--- src/rtl/sim_mem_arbiter.sv ---
// sim_mem_arbiter
//   Round-robin arbiter that lets NUM_CH requesters share a single simulation
//   RAM port. Only one transaction is in flight at a time. A command is
//   accepted in IDLE and drives the RAM in that same cycle. The response is
//   presented LATENCY cycles later and is held until the owning channel
//   accepts it.
//
// Ports
//   clock, reset        : clock; synchronous active-high reset
//   ch_cmd_valid/ready  : per-channel command handshake (ready is combinational)
//   ch_cmd_addr         : NUM_CH x 64-bit byte address, channel i at [64i+63:64i]
//   ch_cmd_wen          : per-channel write enable (1 = write)
//   ch_cmd_wdata/wstrb  : NUM_CH x 64-bit write data / NUM_CH x 8-bit byte strobes
//   ch_rsp_valid/ready  : per-channel response handshake (at most one valid bit)
//   ch_rsp_data/err     : shared response data / out-of-window flag
//   ram_en, ram_idx     : RAM access enable and 64-bit word index
//   ram_rdata           : RAM read data, combinational from ram_idx
//   ram_wen/wdata/wmask : RAM write enable, data and per-bit write mask
module sim_mem_arbiter #(
  parameter int          NUM_CH    = 2,
  parameter int          LATENCY   = 1,
  parameter logic [63:0] BASE_ADDR = 64'h8000_0000,
  parameter int          IDX_W     = 28
) (
  input  logic                  clock,
  input  logic                  reset,
  input  logic [NUM_CH-1:0]     ch_cmd_valid,
  output logic [NUM_CH-1:0]     ch_cmd_ready,
  input  logic [NUM_CH*64-1:0]  ch_cmd_addr,
  input  logic [NUM_CH-1:0]     ch_cmd_wen,
  input  logic [NUM_CH*64-1:0]  ch_cmd_wdata,
  input  logic [NUM_CH*8-1:0]   ch_cmd_wstrb,
  output logic [NUM_CH-1:0]     ch_rsp_valid,
  input  logic [NUM_CH-1:0]     ch_rsp_ready,
  output logic [63:0]           ch_rsp_data,
  output logic                  ch_rsp_err,
  output logic                  ram_en,
  output logic [IDX_W-1:0]      ram_idx,
  input  logic [63:0]           ram_rdata,
  output logic                  ram_wen,
  output logic [63:0]           ram_wdata,
  output logic [63:0]           ram_wmask
);

  localparam int         CH_W   = (NUM_CH > 1) ? $clog2(NUM_CH) : 1;
  localparam logic [3:0] LAT_M1 = 4'(LATENCY - 1);
  localparam bit         LAT_IS_ONE = (LATENCY == 1);

  typedef enum logic [1:0] {
    S_IDLE = 2'd0,
    S_WAIT = 2'd1,
    S_RESP = 2'd2
  } state_t;

  // Each write-strobe bit covers one byte lane of the 64-bit word.
  function automatic logic [63:0] expand_strb(input logic [7:0] strb);
    logic [63:0] mask;
    mask = 64'd0;
    for (int b = 0; b < 8; b++) begin
      mask[b*8 +: 8] = {8{strb[b]}};
    end
    return mask;
  endfunction

  state_t            state_q, state_d;
  logic [3:0]        cnt_q, cnt_d;
  logic [CH_W-1:0]   rr_q, rr_d;
  logic [CH_W-1:0]   gnt_q, gnt_d;
  logic [63:0]       rsp_data_q, rsp_data_d;
  logic              rsp_err_q, rsp_err_d;

  logic [63:0]       addr_a  [NUM_CH];
  logic [63:0]       wdata_a [NUM_CH];
  logic [7:0]        wstrb_a [NUM_CH];

  logic              found_s;
  logic [CH_W-1:0]   sel_s;
  logic [CH_W-1:0]   cand_s;
  logic              accept_s;
  logic [63:0]       cmd_addr_s;
  logic [63:0]       off_s;
  logic              in_win_s;
  logic              cmd_wen_s;

  // Split the flat per-channel buses into arrays indexed by channel number.
  always_comb begin
    for (int i = 0; i < NUM_CH; i++) begin
      addr_a[i]  = ch_cmd_addr[i*64 +: 64];
      wdata_a[i] = ch_cmd_wdata[i*64 +: 64];
      wstrb_a[i] = ch_cmd_wstrb[i*8 +: 8];
    end
  end

  // Round-robin search. The search starts one channel after the last
  // accepted channel and wraps around.
  always_comb begin
    found_s = 1'b0;
    sel_s   = {CH_W{1'b0}};
    cand_s  = {CH_W{1'b0}};
    for (int k = 1; k <= NUM_CH; k++) begin
      cand_s = CH_W'((int'(rr_q) + k) % NUM_CH);
      if (!found_s && ch_cmd_valid[cand_s]) begin
        found_s = 1'b1;
        sel_s   = cand_s;
      end else begin
        found_s = found_s;
      end
    end
  end

  // Decode the address of the selected command against the RAM window.
  always_comb begin
    cmd_addr_s = addr_a[sel_s];
    cmd_wen_s  = ch_cmd_wen[sel_s];
    off_s      = cmd_addr_s - BASE_ADDR;
    // The lower bound is checked on the raw address. Addresses below the
    // base wrap to a huge offset, so the offset check alone is not enough.
    in_win_s   = (cmd_addr_s >= BASE_ADDR) && ((off_s >> (IDX_W + 3)) == 64'd0);
    accept_s   = (state_q == S_IDLE) && found_s && !reset;
  end

  // Next-state logic, command-side and RAM-side outputs.
  always_comb begin
    state_d      = state_q;
    cnt_d        = cnt_q;
    rr_d         = rr_q;
    gnt_d        = gnt_q;
    rsp_data_d   = rsp_data_q;
    rsp_err_d    = rsp_err_q;
    ch_cmd_ready = {NUM_CH{1'b0}};
    ram_en       = 1'b0;
    ram_idx      = {IDX_W{1'b0}};
    ram_wen      = 1'b0;
    ram_wdata    = 64'd0;
    ram_wmask    = 64'd0;

    case (state_q)
      S_IDLE: begin
        if (accept_s) begin
          ch_cmd_ready[sel_s] = 1'b1;
          rr_d  = sel_s;
          gnt_d = sel_s;
          if (in_win_s) begin
            ram_en     = 1'b1;
            ram_idx    = off_s[IDX_W+2:3];
            ram_wen    = cmd_wen_s;
            ram_wdata  = wdata_a[sel_s];
            ram_wmask  = expand_strb(wstrb_a[sel_s]);
            rsp_data_d = cmd_wen_s ? 64'd0 : ram_rdata;
            rsp_err_d  = 1'b0;
          end else begin
            rsp_data_d = 64'd0;
            rsp_err_d  = 1'b1;
          end
          if (LAT_IS_ONE) begin
            state_d = S_RESP;
            cnt_d   = 4'd0;
          end else begin
            state_d = S_WAIT;
            cnt_d   = LAT_M1;
          end
        end else begin
          state_d = S_IDLE;
        end
      end
      S_WAIT: begin
        // A count of 1 means the response becomes visible on the next cycle.
        if (cnt_q <= 4'd1) begin
          state_d = S_RESP;
          cnt_d   = 4'd0;
        end else begin
          cnt_d   = cnt_q - 4'd1;
        end
      end
      S_RESP: begin
        if (ch_rsp_ready[gnt_q]) begin
          state_d = S_IDLE;
        end else begin
          state_d = S_RESP;
        end
      end
      default: begin
        state_d = S_IDLE;
        cnt_d   = 4'd0;
      end
    endcase
  end

  // Response outputs are decoded from registered state only.
  always_comb begin
    ch_rsp_valid = {NUM_CH{1'b0}};
    ch_rsp_data  = 64'd0;
    ch_rsp_err   = 1'b0;
    if ((state_q == S_RESP) && !reset) begin
      ch_rsp_valid[gnt_q] = 1'b1;
      ch_rsp_data         = rsp_data_q;
      ch_rsp_err          = rsp_err_q;
    end else begin
      ch_rsp_valid = {NUM_CH{1'b0}};
    end
  end

  // State, counter, round-robin pointer and response registers.
  always_ff @(posedge clock) begin
    if (reset) begin
      state_q    <= S_IDLE;
      cnt_q      <= 4'd0;
      rr_q       <= CH_W'(NUM_CH - 1);
      gnt_q      <= {CH_W{1'b0}};
      rsp_data_q <= 64'd0;
      rsp_err_q  <= 1'b0;
    end else begin
      state_q    <= state_d;
      cnt_q      <= cnt_d;
      rr_q       <= rr_d;
      gnt_q      <= gnt_d;
      rsp_data_q <= rsp_data_d;
      rsp_err_q  <= rsp_err_d;
    end
  end

endmodule
--- config.mk ---
export PLATFORM = sky130hd
export DESIGN_NAME = sim_mem_arbiter
export DESIGN_NICKNAME = d
export VERILOG_FILES = /design/src/rtl/sim_mem_arbiter.sv
export SDC_FILE = /design/constraint.sdc
export NUM_CORES = 1
export LEC_CHECK = 0
export CAP_MARGIN = 20
export CORE_AREA = 2 2 220 222
export CTS_BUF_LIST = sky130_fd_sc_hd__clkbuf_4 sky130_fd_sc_hd__clkbuf_8
export CTS_CLUSTER_DIAMETER = 100
export DETAILED_ROUTE_END_ITERATION = 8
export DIE_AREA = 0 0 222 224
export PLACE_DENSITY = 0.42
export SYNTH_ARGS = -nofsm -noshare
export SYNTH_HDL_FRONTEND = slang
export SYNTH_SLANG_ARGS = --single-unit
--- constraint.sdc ---
create_clock -name clock -period 9.8 [get_ports clock]
set_input_delay 1.47 -clock clock [delete_from_list [all_inputs] [get_ports clock]]
set_output_delay 1.47 -clock clock [all_outputs]
set_load 0.03 [all_outputs]
==> results.sh <==
export IMPL_hpwl_mm=32.1
export IMPL_holdWs_ns=0.442
export IMPL_drtIter0Drc=593
export IMPL_vias_per_cell=4.50
export IMPL_dr_pass1_iters=5
export IMPL_drv_slew=0
export IMPL_regArea_sq_um=1360
export IMPL_row_count=80
export IMPL_dieArea_sq_um=49700
export IMPL_grt_pass1_wl_mm=63.6
export IMPL_layout_commonest_cell="clkdlybuf4s50_1"
export IMPL_track_usage_pct=16.6
export IMPL_ios=571
export IMPL_insertion_delay_ns=0.36
export IMPL_rr_endpoint="rsp_data_q[45]"
export IMPL_rsz0062_at_grt="no"
export IMPL_finalSetupTns_ns=0
export IMPL_ys_ff_latch=68
export IMPL_die_y_um=224
export IMPL_multiInputGateArea_sq_um=5110
export IMPL_crit_path_end_kind="output pin"
export IMPL_netlist_instances=1032
export IMPL_critical_path_arrival_ns=6.45
export IMPL_criticalPathCategory="in -> out"
export IMPL_wl_mm=42.9
export IMPL_grt_remaining_overflow=0
export IMPL_coreArea_sq_um=47300
export IMPL_numCtsBuffers=9
export IMPL_postCtsSetupBuffers=0
export IMPL_dp_cells=2069
export IMPL_fin_crit_ns=7.92
export IMPL_fillers=5262
export IMPL_cts_sinks=68
export IMPL_finClkSkew_ns=0.0100
export IMPL_initial_core_util_pct=15.5
export IMPL_reg2reg_slack_ns=5.95
export IMPL_synth_seq_area_share_pct=18.6
export IMPL_grt_max_degree=102
export IMPL_clock_root_buffer="clkbuf_8"
export IMPL_tightest_slew_ns=1.07
export IMPL_fp_dieW_um=222
export IMPL_portBuffers=564
export IMPL_period_share_pct=80.8
export IMPL_grt_pass1_vias=9566
export IMPL_static_leakage_power_nw=3.94
export IMPL_reg2regPathDepth=9
export IMPL_cts_max_level=3
export IMPL_cts_tree="yes"
export IMPL_dominantRegCellSynth="dfxtp_1"
export IMPL_layout_drive_gt1_share_pct=9.05
export IMPL_required_ns=8.33
export IMPL_synth_edf_count=0
export IMPL_yosysWarnings=0
export IMPL_r2r_start="rr_q"
export IMPL_gp_congestion=0.855
export IMPL_fin_cells=2085
export IMPL_syn_nets=1376
export IMPL_layout_common_cells="clkdlybuf4s50_1, nand2_1, a2111oi_2"
export IMPL_ys_types=58
export IMPL_power_density_nw_per_um2=63.7
export IMPL_syn_area_per_cell_sq_um=7.10
export IMPL_dr_total_vias=9387
export IMPL_clk_pin_slew_worst_paths_ns=0.07
export IMPL_wl_per_cell_um=20.6
export IMPL_cp_startpoint="ch_cmd_addr[110]"
export IMPL_ir_worst_vdd_mv=0.0406
export IMPL_hold_viol=0
export IMPL_cts_hold_buffers=0
export IMPL_synth_async_sr_flop_share_pct=0
export IMPL_setup_viol=0
export IMPL_netlist_area_sq_um=7330
export IMPL_worstSetupStartpointType="input port"
export IMPL_ant_nets=0
export IMPL_worstHoldPathType="reg -> reg"
export IMPL_cts_resized=0
export IMPL_crit_fanout=53
export IMPL_maxCapViolCount=0
export IMPL_areaGrowthSynthToFinish_pct=81.3
export IMPL_timing_fmax_mhz=126
export IMPL_relSlewSlack_pct=27.9
export IMPL_cts_buffer_depth=2
export IMPL_antenna_found_initial=8
export IMPL_cp_endpoint="ram_wdata[4]"
export IMPL_outcome="finished clean"
export IMPL_fin_nets=1809
export IMPL_drc=0
==> report_power, final <==
group / total (mW) / internal, mW / switching [mW]
Sequential: 0.280 / 0.278 / 0.00191
Clock: 0.244 / 0.132 / 0.112
Combinational: 0.322 / 0.157 / 0.165
==> sequential cells by signal, indices dropped and copies added (netlist names) <==
signal and count:
rsp_err_q 1, rr_q 1, rsp_data_q 64, gnt_q 1, state_q 1
==> synthesized netlist by cell type, types with 3 or more instances <==
cell type	count	share of area (%)
a2111oi_0	25	3.0
a2111oi_2	76	16
a21oi_1	4	0.27
and2_1	66	5.6
buf_1	10	0.51
buf_2	12	0.82
buf_4	58	5.9
buf_6	8	1.2
clkbuf_1	75	3.8
clkbuf_2	3	0.20
dfxtp_1	68	19
mux2_2	4	0.61
mux2i_1	3	0.41
nand2_1	339	17
nand2b_1	3	0.26
nand3_1	10	0.68
nand4_1	12	1.0
nor2_1	18	0.92
nor3_1	15	1.0
nor4_1	18	1.5
nor4b_1	70	8.4
o21ai_0	63	4.3
o21ai_1	11	0.75
or3_1	5	0.43
or4_1	11	1.1
==> metal layers <==
metal	vias up	wire (um)	global-route usage, %
met5	-	79	0
met4	12	432	2.62
met3	35	3990	6.15
met2	375	21600	29.6
met1	4424	16900	19.1
li1	4541	-	-
==> worst min path at each step <==
stage,startpoint,end,slack (ns),depth (start not counted)
2_1_floorplan,rsp_data_q[0],rsp_data_q[0],0.42,2
3_3_place_gp,rsp_data_q[36],rsp_data_q[36],0.43,2
3_5_place_dp,rsp_data_q[0],rsp_data_q[0],0.44,2
4_1_cts,rsp_data_q[20],rsp_data_q[20],0.45,2
5_1_grt,rsp_data_q[5],rsp_data_q[5],0.46,2
6_report,rsp_data_q[20],rsp_data_q[20],0.44,2
==> final cells by class <==
class | instances | share of cell area [%]
inverter | 1 | 0.0283
timing repair buffer | 588 | 44.0
clock inverter | 2 | 0.264
tap | 615 | 5.79
antenna | 1 | 0.0188
sequential | 68 | 10.2
clock buffer | 13 | 1.21
multi-input combinational | 797 | 38.4
==> kinds of logic (layout without fill, tap and decap cells) <==
group / Yosys count / after routing / share of synthesized area (%)
and+or+nand+nor: 579 / 579 / 39.7
AOI/OAI and AO/OA: 209 / 209 / 27.9
buffers and inverters: 167 / 604 / 12.6
DFF: 68 / 68 / 18.6
muxes: 7 / 7 / 1.02
xor gates and xnor gates: 2 / 2 / 0.239
other: 0 / 1 / 0
==> worst max-delay path: stages <==
cell and delay (ns):
clkdlybuf4s50_1 0.51, or4_1 0.58, or4b_1 0.58, a221o_1 0.44, o21ai_0 0.16, nor4b_1 0.58, o21ai_4 0.33, buf_4 0.44
a2111oi_0 0.53, clkdlybuf4s50_1 0.80
==> stage by stage <==
stage	utilization (%)	power (mW)	worst slack [ns]	cell area, sq um
3_3_place_gp	27.6	0.610	1.72	13100
6_report	28.1	0.846	1.88	13300
5_1_grt	28.0	0.894	1.45	13300
2_1_floorplan	-	0.421	1.96	7330
4_1_cts	28.0	0.865	1.86	13300
3_5_place_dp	27.6	0.611	1.88	13100
No activity file was read; power rests on OpenSTA's default activity.
